<file path="src/rtl/key_sched_ctrl.sv">
// Key-schedule sequencer: drives an external single-round key transform NR times and keeps an 11-entry key store.
// Optional build macro KSC_KEY_CACHE_EN skips expansion when the previously expanded key is requested again.
//
// state  | meaning
// -------+-------------------------------------------------------------
// IDLE   | waiting for start_i; key store readable
// LAUNCH | tf_start_o pulse for the current round; may capture same cycle
// WAIT   | waiting for tf_done_i of the current round
// DONE   | done_o pulse, back to IDLE
module key_sched_ctrl #(
   parameter int NR = 10
) (
   input  logic         clk,
   input  logic         rst,
   input  logic         start_i,
   input  logic [127:0] key_i,
   output logic         busy_o,
   output logic         done_o,
   output logic         tf_start_o,
   output logic [127:0] tf_key_o,
   output logic [3:0]   tf_round_o,
   input  logic [127:0] tf_key_i,
   input  logic         tf_done_i,
   input  logic [3:0]   rk_addr_i,
   output logic [127:0] rk_data_o,
   output logic         rk_ok_o,
   output logic [10:0]  rk_valid_o,
   output logic         cache_hit_o
);

   typedef enum logic [1:0] {S_IDLE, S_LAUNCH, S_WAIT, S_DONE} state_t;

   localparam logic [3:0] NR_L = 4'(NR);

   state_t        state, state_nx;
   logic [3:0]    round;
   logic [127:0]  rk [0:10];
   logic [10:0]   rk_valid;
   logic [15:0]   valid_ext;
   logic          load, capture, last, hit_cond;

   assign last       = (round == NR_L);
   assign rk_valid_o = rk_valid;
   assign valid_ext  = {5'b0, rk_valid};

`ifdef KSC_KEY_CACHE_EN
   logic hit_q;

   assign hit_cond    = (key_i == rk[0]) && (&rk_valid[NR:0]);
   assign cache_hit_o = hit_q;

   always_ff @(posedge clk) begin
      if (rst) hit_q <= 1'b0;
      else     hit_q <= (state == S_IDLE) && start_i && hit_cond;
   end
`else
   assign hit_cond    = 1'b0;
   assign cache_hit_o = 1'b0;
`endif

   always_ff @(posedge clk) begin
      if (rst) state <= S_IDLE;
      else     state <= state_nx;
   end

   always_comb begin
      state_nx   = state;
      busy_o     = 1'b0;
      done_o     = 1'b0;
      tf_start_o = 1'b0;
      load       = 1'b0;
      capture    = 1'b0;
      case (state)
         S_IDLE: begin
            if (start_i) begin
               if (hit_cond) begin
                  state_nx = S_DONE;
               end else begin
                  load     = 1'b1;
                  state_nx = S_LAUNCH;
               end
            end
         end
         S_LAUNCH: begin
            tf_start_o = 1'b1;
            busy_o     = 1'b1;
            // zero-latency transform: capture in the launch cycle itself
            if (tf_done_i) begin
               capture  = 1'b1;
               state_nx = last ? S_DONE : S_LAUNCH;
            end else begin
               state_nx = S_WAIT;
            end
         end
         S_WAIT: begin
            busy_o = 1'b1;
            if (tf_done_i) begin
               capture  = 1'b1;
               state_nx = last ? S_DONE : S_LAUNCH;
            end
         end
         S_DONE: begin
            done_o   = 1'b1;
            state_nx = S_IDLE;
         end
         default: state_nx = S_IDLE;
      endcase
   end

   always_ff @(posedge clk) begin
      if (rst) begin
         round    <= 4'd0;
         rk_valid <= 11'b0;
         for (int i = 0; i < 11; i++) rk[i] <= '0;
      end else begin
         if (load) begin
            rk[0]    <= key_i;
            rk_valid <= 11'b1;
            round    <= 4'd1;
         end
         if (capture) begin
            for (int i = 1; i <= NR; i++) begin
               if (round == 4'(i)) begin
                  rk[i]       <= tf_key_i;
                  rk_valid[i] <= 1'b1;
               end
            end
            if (!last) round <= round + 4'd1;
         end
         if (state == S_DONE) round <= 4'd0;
      end
   end

   always_comb begin
      tf_key_o   = '0;
      tf_round_o = 4'd0;
      if (state == S_LAUNCH || state == S_WAIT) begin
         tf_round_o = round;
         for (int i = 1; i <= 10; i++) begin
            if (round == 4'(i)) tf_key_o = rk[i-1];
         end
      end
   end

   // read port sees the registered store, so a same-cycle capture shows old data
   always_comb begin
      rk_data_o = '0;
      for (int i = 0; i <= 10; i++) begin
         if (rk_addr_i == 4'(i)) rk_data_o = rk[i];
      end
      rk_ok_o = (rk_addr_i <= NR_L) && valid_ext[rk_addr_i];
   end

endmodule

</file>
<file path="config.mk">
export PLATFORM = sky130hd
export DESIGN_NAME = key_sched_ctrl
export DESIGN_NICKNAME = d
export VERILOG_FILES = /design/src/rtl/key_sched_ctrl.sv
export SDC_FILE = /design/constraint.sdc
export NUM_CORES = 2
export LEC_CHECK = 0
export BUFFER_PORTS_ARGS = -buffer_cell sky130_fd_sc_hd__clkbuf_2
export CAP_MARGIN = 10
export CORE_ASPECT_RATIO = 1.25
export CORE_MARGIN = 2
export CORE_UTILIZATION = 40
export CTS_CLUSTER_SIZE = 40
export DETAILED_ROUTE_END_ITERATION = 7
export SKIP_CTS_REPAIR_TIMING = 1
export SLEW_MARGIN = 20
export SYNTH_ARGS = -nofsm -noshare
export SYNTH_HDL_FRONTEND = slang
export SYNTH_SLANG_ARGS = --single-unit
</file>
<file path="constraint.sdc">
create_clock -name clk -period 10.6 [get_ports clk]
set_input_delay 0.53 -clock clk [delete_from_list [all_inputs] [get_ports clk]]
set_output_delay 0.53 -clock clk [all_outputs]
set_load 0.005 [all_outputs]
</file>
# After elaboration in Yosys (flattened, before gate mapping)
# Memory sizes are Yosys's and may differ from the RTL's.
# Cells that the tools add are included.
# word_totals
regBits	17
ram_bits	1408
in_bits	264
out_inout_bits	276
mem_count	1
# mem_list
memory	depth	width	read_ports	rd_clocked_by_memory_dff	write_ports	line_no	text
rk	11	128	11	0	11	37	logic [127:0] rk [0:10];
# classes
addsub	1
magnitude_cmp	2
n_eq_ne	25
n_mux	108
bitwise_logic	11
n_reduce_logical	7
# op_table
cell	count
2-to-1 mux 128 bit	33
2-to-1 mux 1 bit	63
== test 4 x 3 -> 1 bit (second input constant)	8
== test 4 bit (second input constant)	6
== test 4 x 2 -> 1 bit (second input constant)	4
2-to-1 mux 4 bit	4
2-to-1 mux 11 bit	1
OR 1 bit	11
2-to-1 mux 10 bit	1
== test 4 x 1 -> 1 bit (second input constant)	2
2-to-1 mux 2 bit	4
one-hot mux 2 bit (4 select lines)	1
less-than comparator 4 x 5 -> 1 bit (second input constant)	1
adder 4 x 1 -> 4 bit (second input constant)	1
binary-select mux 1 bit (select 4 bit)	1
== test 2 bit (second input constant)	2
<= comparator 4 bit (second input constant)	1
zero test 4 bit	1
inequality test 2 bit (second input constant)	2
OR reduction 2 bit	2
== test 2 x 1 -> 1 bit (second input constant)	1
zero test 2 bit	1
AND reduction 2 bit	1
logical AND 1 bit	1
logical OR 1 bit	1

# Longest topological paths before layout
# logic_depth
ltp_word	12
ltp_mapped	11
mapped_depth_nobuf	7

# Least setup slack after synthesis
# OpenSTA, ideal clock, no wires.
# synth_timing
kind	flip-flop to flip-flop
start	register round[0]
end	memory rk[7][0], enable pin
setup_time_ns	0.642
arrival_time_ns	7.019
setup_slack_ns	2.939
stages_incl_launch_ff	7
n_path_buf	3
synth_period_minus_slack_ns	7.661
path_cell_list	dfxtp_1 ha_1 buf_2 nand2_1 clkbuf_1 clkbuf_1 o21bai_1
# synth_lines
item	line_no	text
start, declared	36	logic [3:0] round;
start signal, assigned	128	if (!last) round <= round + 4'd1;
end, declared	37	

# Final worst setup path
# layout_timing
start	register round[0]
end	output tf_key_o[100]
# layout_between
elab_chain_len	12
elab_cells_between_ends	21
# layout_lines
item	line_no	text
== test 4 x 1 -> 1 bit	140	if (round == 4'(i)) tf_key_o = rk[i-1];
2-to-1 mux 128 bit (9 in a row)	140	
2-to-1 mux 128 bit (*)	140	
2-to-1 mux 128 bit (*)	137	if (state == S_LAUNCH || state == S_WAIT) begin
end, declared	20	output logic [127:0] tf_key_o,
# Every way passes the cells marked *; elsewhere a longest branch is shown, timed or not.

==> metrics.csv <==
metric,value,unit
Synth async-reset ratio,0,%
Critical Path Fanout Max,60,
number of synthesized flops with an enable pin,1408,
R2R depth,8,
Pre-Repair DR Iteration Count,6,
Synth Register Bits,1425,
first-pass GRT wire length,474,mm
worst-margin pin slew,1270,ps
mapped cell area,76500,um2
"Primary FF master, synth",edfxtp_1,
Clock Tree Root,clkbuf_16,
failing checks,negative hold slack,
Hold Path Stages,2,
Cell Pwr Density,164,nW/um2
capture point of the worst path,tf_key_o[100],
vias in the first global route,65800,
f_max,0.152,GHz
met3 wire length,45.0,mm
Mean Syn Cell Area,10.3,um2
Worst setup EP type,output port,
IO Pins,540,
Filler cells,17600,
row count,179,
initial DRC count,10300,
"Worst Setup Slack, final",4030,ps
reg2reg end,rk[1][97]$_SDFFCE_PN0P_,
status,finished with violations,
Starting Density,40.2,%
"Data arrival, critical path",6040,ps
Slew HR,15.3,%
initial antenna violation count,46,
Hold Fails Final Rpt,1,
crit path from,round[0]$_SDFF_PP0_,
Worst setup SP type,flip-flop,
Flop pwr share,46.7,%
wl on met1,127,mm
CTS tree,done,
area grow syn2layout,13.3,%
hold crit path type,input pin to flip-flop,
routed wire length,337,mm
most frequent cell on the critical path,buf_4,
reg-to-reg startpoint,state[1]$_SDFFE_PP0P_,
Place WS,4990,ps
Synth cell types,67,
P_sw,0.00413,W
DR top layer,met5,
# clock sinks,1425,
drt drc,0,
Pint,0.0101,W
Hold WS,-17.8,ps
critical path type,flip-flop to output port,
IO Port Bufs,538,
Pleak,34.2,nW
layout cells sized above 1,12.9,%
Yosys Warn Count,0,
hold path startpoint,key_i[18],
setup_tns,0,ps
total power,0.0142,W
die footprint,195000,um2
"Critical Path, Cell by Cell",ha_4 -> buf_4 -> nand2b_4 -> buf_4 -> o221ai_1 -> o21a_1 -> o31ai_1 -> clkbuf_2,
ANT nets after route,0,
crit path time final,6570,ps
pin count of the biggest net entering global routing,214,
slowest CP cell,o31ai_1,
worst skew pair latency,850,ps
remaining global-route overflow,0,
"Seq/Total Area, Yosys",55.7,%
RSZ-0062 raised after global routing,false,
Vias,68400,
Slew Limit Fails,0,
met2 wire length,149,mm
Peak VDD IR,0.176,mV
final setup vio count,0,
H-tree Lvls,4,
max incr delay on CP,940,ps
GRT Total Usage,33.2,%
max cap viols,0,
Post-Route Skew,33.2,ps
Die Ht,493,um
total nets after synthesis,7719,
period utilization,61.9,%
Clock power frac,39.3,%
Post-DP HPWL,183,mm
vias per cell,6.68,
Routability Congestion,0.878,
Final nets,7839,
Longest Clk Path Bufs,3,
clock-pin slew on the worst setup and hold paths,60,ps
Mapped Cells,7446,
CP required,10070,ps
routed len/inst,32.9,um
Reg2Reg Setup Slack,4900,ps
Sw Share,29.1,%
Comb pwr share,14.0,%
Die Wd,395,um
core region area,190000,um2
clock buffer count from CTS,158,
per-layer routing:
layer  vias up  track usage, %
met2      5415            50.7
met4        48            15.2
met5         -               0
met3      1038            9.72
li1      28200               -
met1     33600            43.6
critical path, delay by kind of cell, from the launching register on:
kind | cells | cell delay (ps)
AND/OR/NAND/NOR | 1 | 650
adder cells (fa/ha/maj) | 1 | 580
buffers and inverters | 3 | 1950
AO/OA/AOI/OAI | 3 | 1350
flip-flops | 1 | 520
registers in the layout (all words and copies together), names as in the netlist:
signal and cells:
state 2, rk_valid_o 11, round 4, rk 1408
area by class of cell:
class / instances / area (um2) / share of cell area (%)
Clock buffer: 192 / 4080 / 4.71
Multi-Input combinational cell: 5099 / 30600 / 35.4
Clock inverter: 91 / 987 / 1.14
Sequential cell: 1425 / 42600 / 49.2
Tap cell: 2534 / 3170 / 3.66
Inverter: 149 / 582 / 0.672
Antenna cell: 18 / 45.0 / 0.0520
Timing Repair Buffer: 733 / 4520 / 5.21
synth_stat cells (8+ instances only):
cell type | number | area [um2]
a211o_1 | 127 | 1110
a211oi_1 | 10 | 75.1
a21boi_0 | 9 | 67.6
a21o_1 | 12 | 90.1
a21oi_1 | 715 | 3580
a221oi_1 | 19 | 166
a222oi_1 | 20 | 200
a22o_1 | 8 | 70.1
a22oi_1 | 108 | 811
a31o_2 | 9 | 78.8
and2_1 | 261 | 1630
and3_1 | 768 | 4800
buf_1 | 44 | 165
buf_2 | 111 | 556
clkbuf_1 | 608 | 2280
dfxtp_1 | 17 | 340
edfxtp_1 | 1408 | 42300
ha_1 | 9 | 113
inv_1 | 145 | 544
mux2_2 | 34 | 383
mux2i_1 | 209 | 2090
nand2_1 | 411 | 1540
nand2b_1 | 145 | 907
nand3_1 | 213 | 1070
nor2_1 | 533 | 2000
nor2b_1 | 20 | 125
nor3_1 | 9 | 45.0
o211ai_1 | 24 | 180
o21a_1 | 113 | 848
o21ai_0 | 737 | 3690
o21ai_1 | 15 | 75.1
o221ai_1 | 136 | 1190
o22ai_1 | 144 | 901
o2bb2ai_1 | 93 | 815
o31ai_1 | 114 | 856
o32a_1 | 8 | 80.1
worst min-delay path by stage:
stage | endpoint | slack (ps)
final | rk[0][18]$_SDFFCE_PN0P_ | -20
after global routing | rk[0][74]$_SDFFCE_PN0P_ | 1
after CTS | rk[0][86]$_SDFFCE_PN0P_ | -100
after detailed placement | rk_valid_o[7]$_SDFF_PP0_ | 490
after global placement | rk_valid_o[7]$_SDFF_PP0_ | 480
after floorplan | rk_valid_o[8]$_SDFF_PP0_ | 460
per-stage QoR:
step	cells	area, um2	util [%]
floorplan	7446	76500	-
global placement	9877	80900	42.5
detailed placement	9877	80900	42.5
CTS	10200	85900	45.2
global route	10200	86600	45.6
finish	10200	86600	45.6
placed cells by master (no fill, tap or decap), types with 14 or more instances in the layout:
cell           instances
clkinv_2              19
diode_2               18
o31ai_1              112
a221oi_1              19
nand2_1              405
clkbuf_16            158
buf_4                118
nand3_1              211
bufinv_16             14
o21ai_0              737
a211o_1              127
o21ai_1               14
a222oi_1              20
and3_1               768
mux2i_1              209
and2_1               261
o221ai_1             136
a21oi_1              715
o2bb2ai_1             93
nand2b_1             140
dfxtp_1               16
clkbuf_2             534
edfxtp_1            1408
o22ai_1              144
nor2_1               525
clkinv_1              37
nor2b_1               15
o21a_1               113
a22oi_1              108
clkbuf_1              34
inv_1                143
dlygate4sd3_1         62
mux2_2                34
o211ai_1              24
power by group through the flow:
| stage | sequential [W] | clock [W] | combinational, W |
|---|---|---|---|
| 4_1_cts | 0.00662 | 0.00561 | 0.00191 |
| 3_5_place_dp | 0.00674 | 0 | 0.00190 |
| 5_1_grt | 0.00665 | 0.00582 | 0.00207 |
| 6_report | 0.00663 | 0.00558 | 0.00199 |
| 2_1_floorplan | 0.00669 | 0 | 0.00103 |
| 3_3_place_gp | 0.00673 | 0 | 0.00188 |
logic make-up after synthesis:
logic type	count (synthesis)	synth area share (%)
muxes	247	3.35
buffers and inverters	922	4.74
adders and majority gates	9	0.147
other	1	0.00490
xor gates and xnor gates	1	0.0115
DFF	1425	55.7
AOI/OAI and AO/OA	2458	19.9
and+or+nand+nor	2383	16.1
Power figures use the tool's default switching activity.
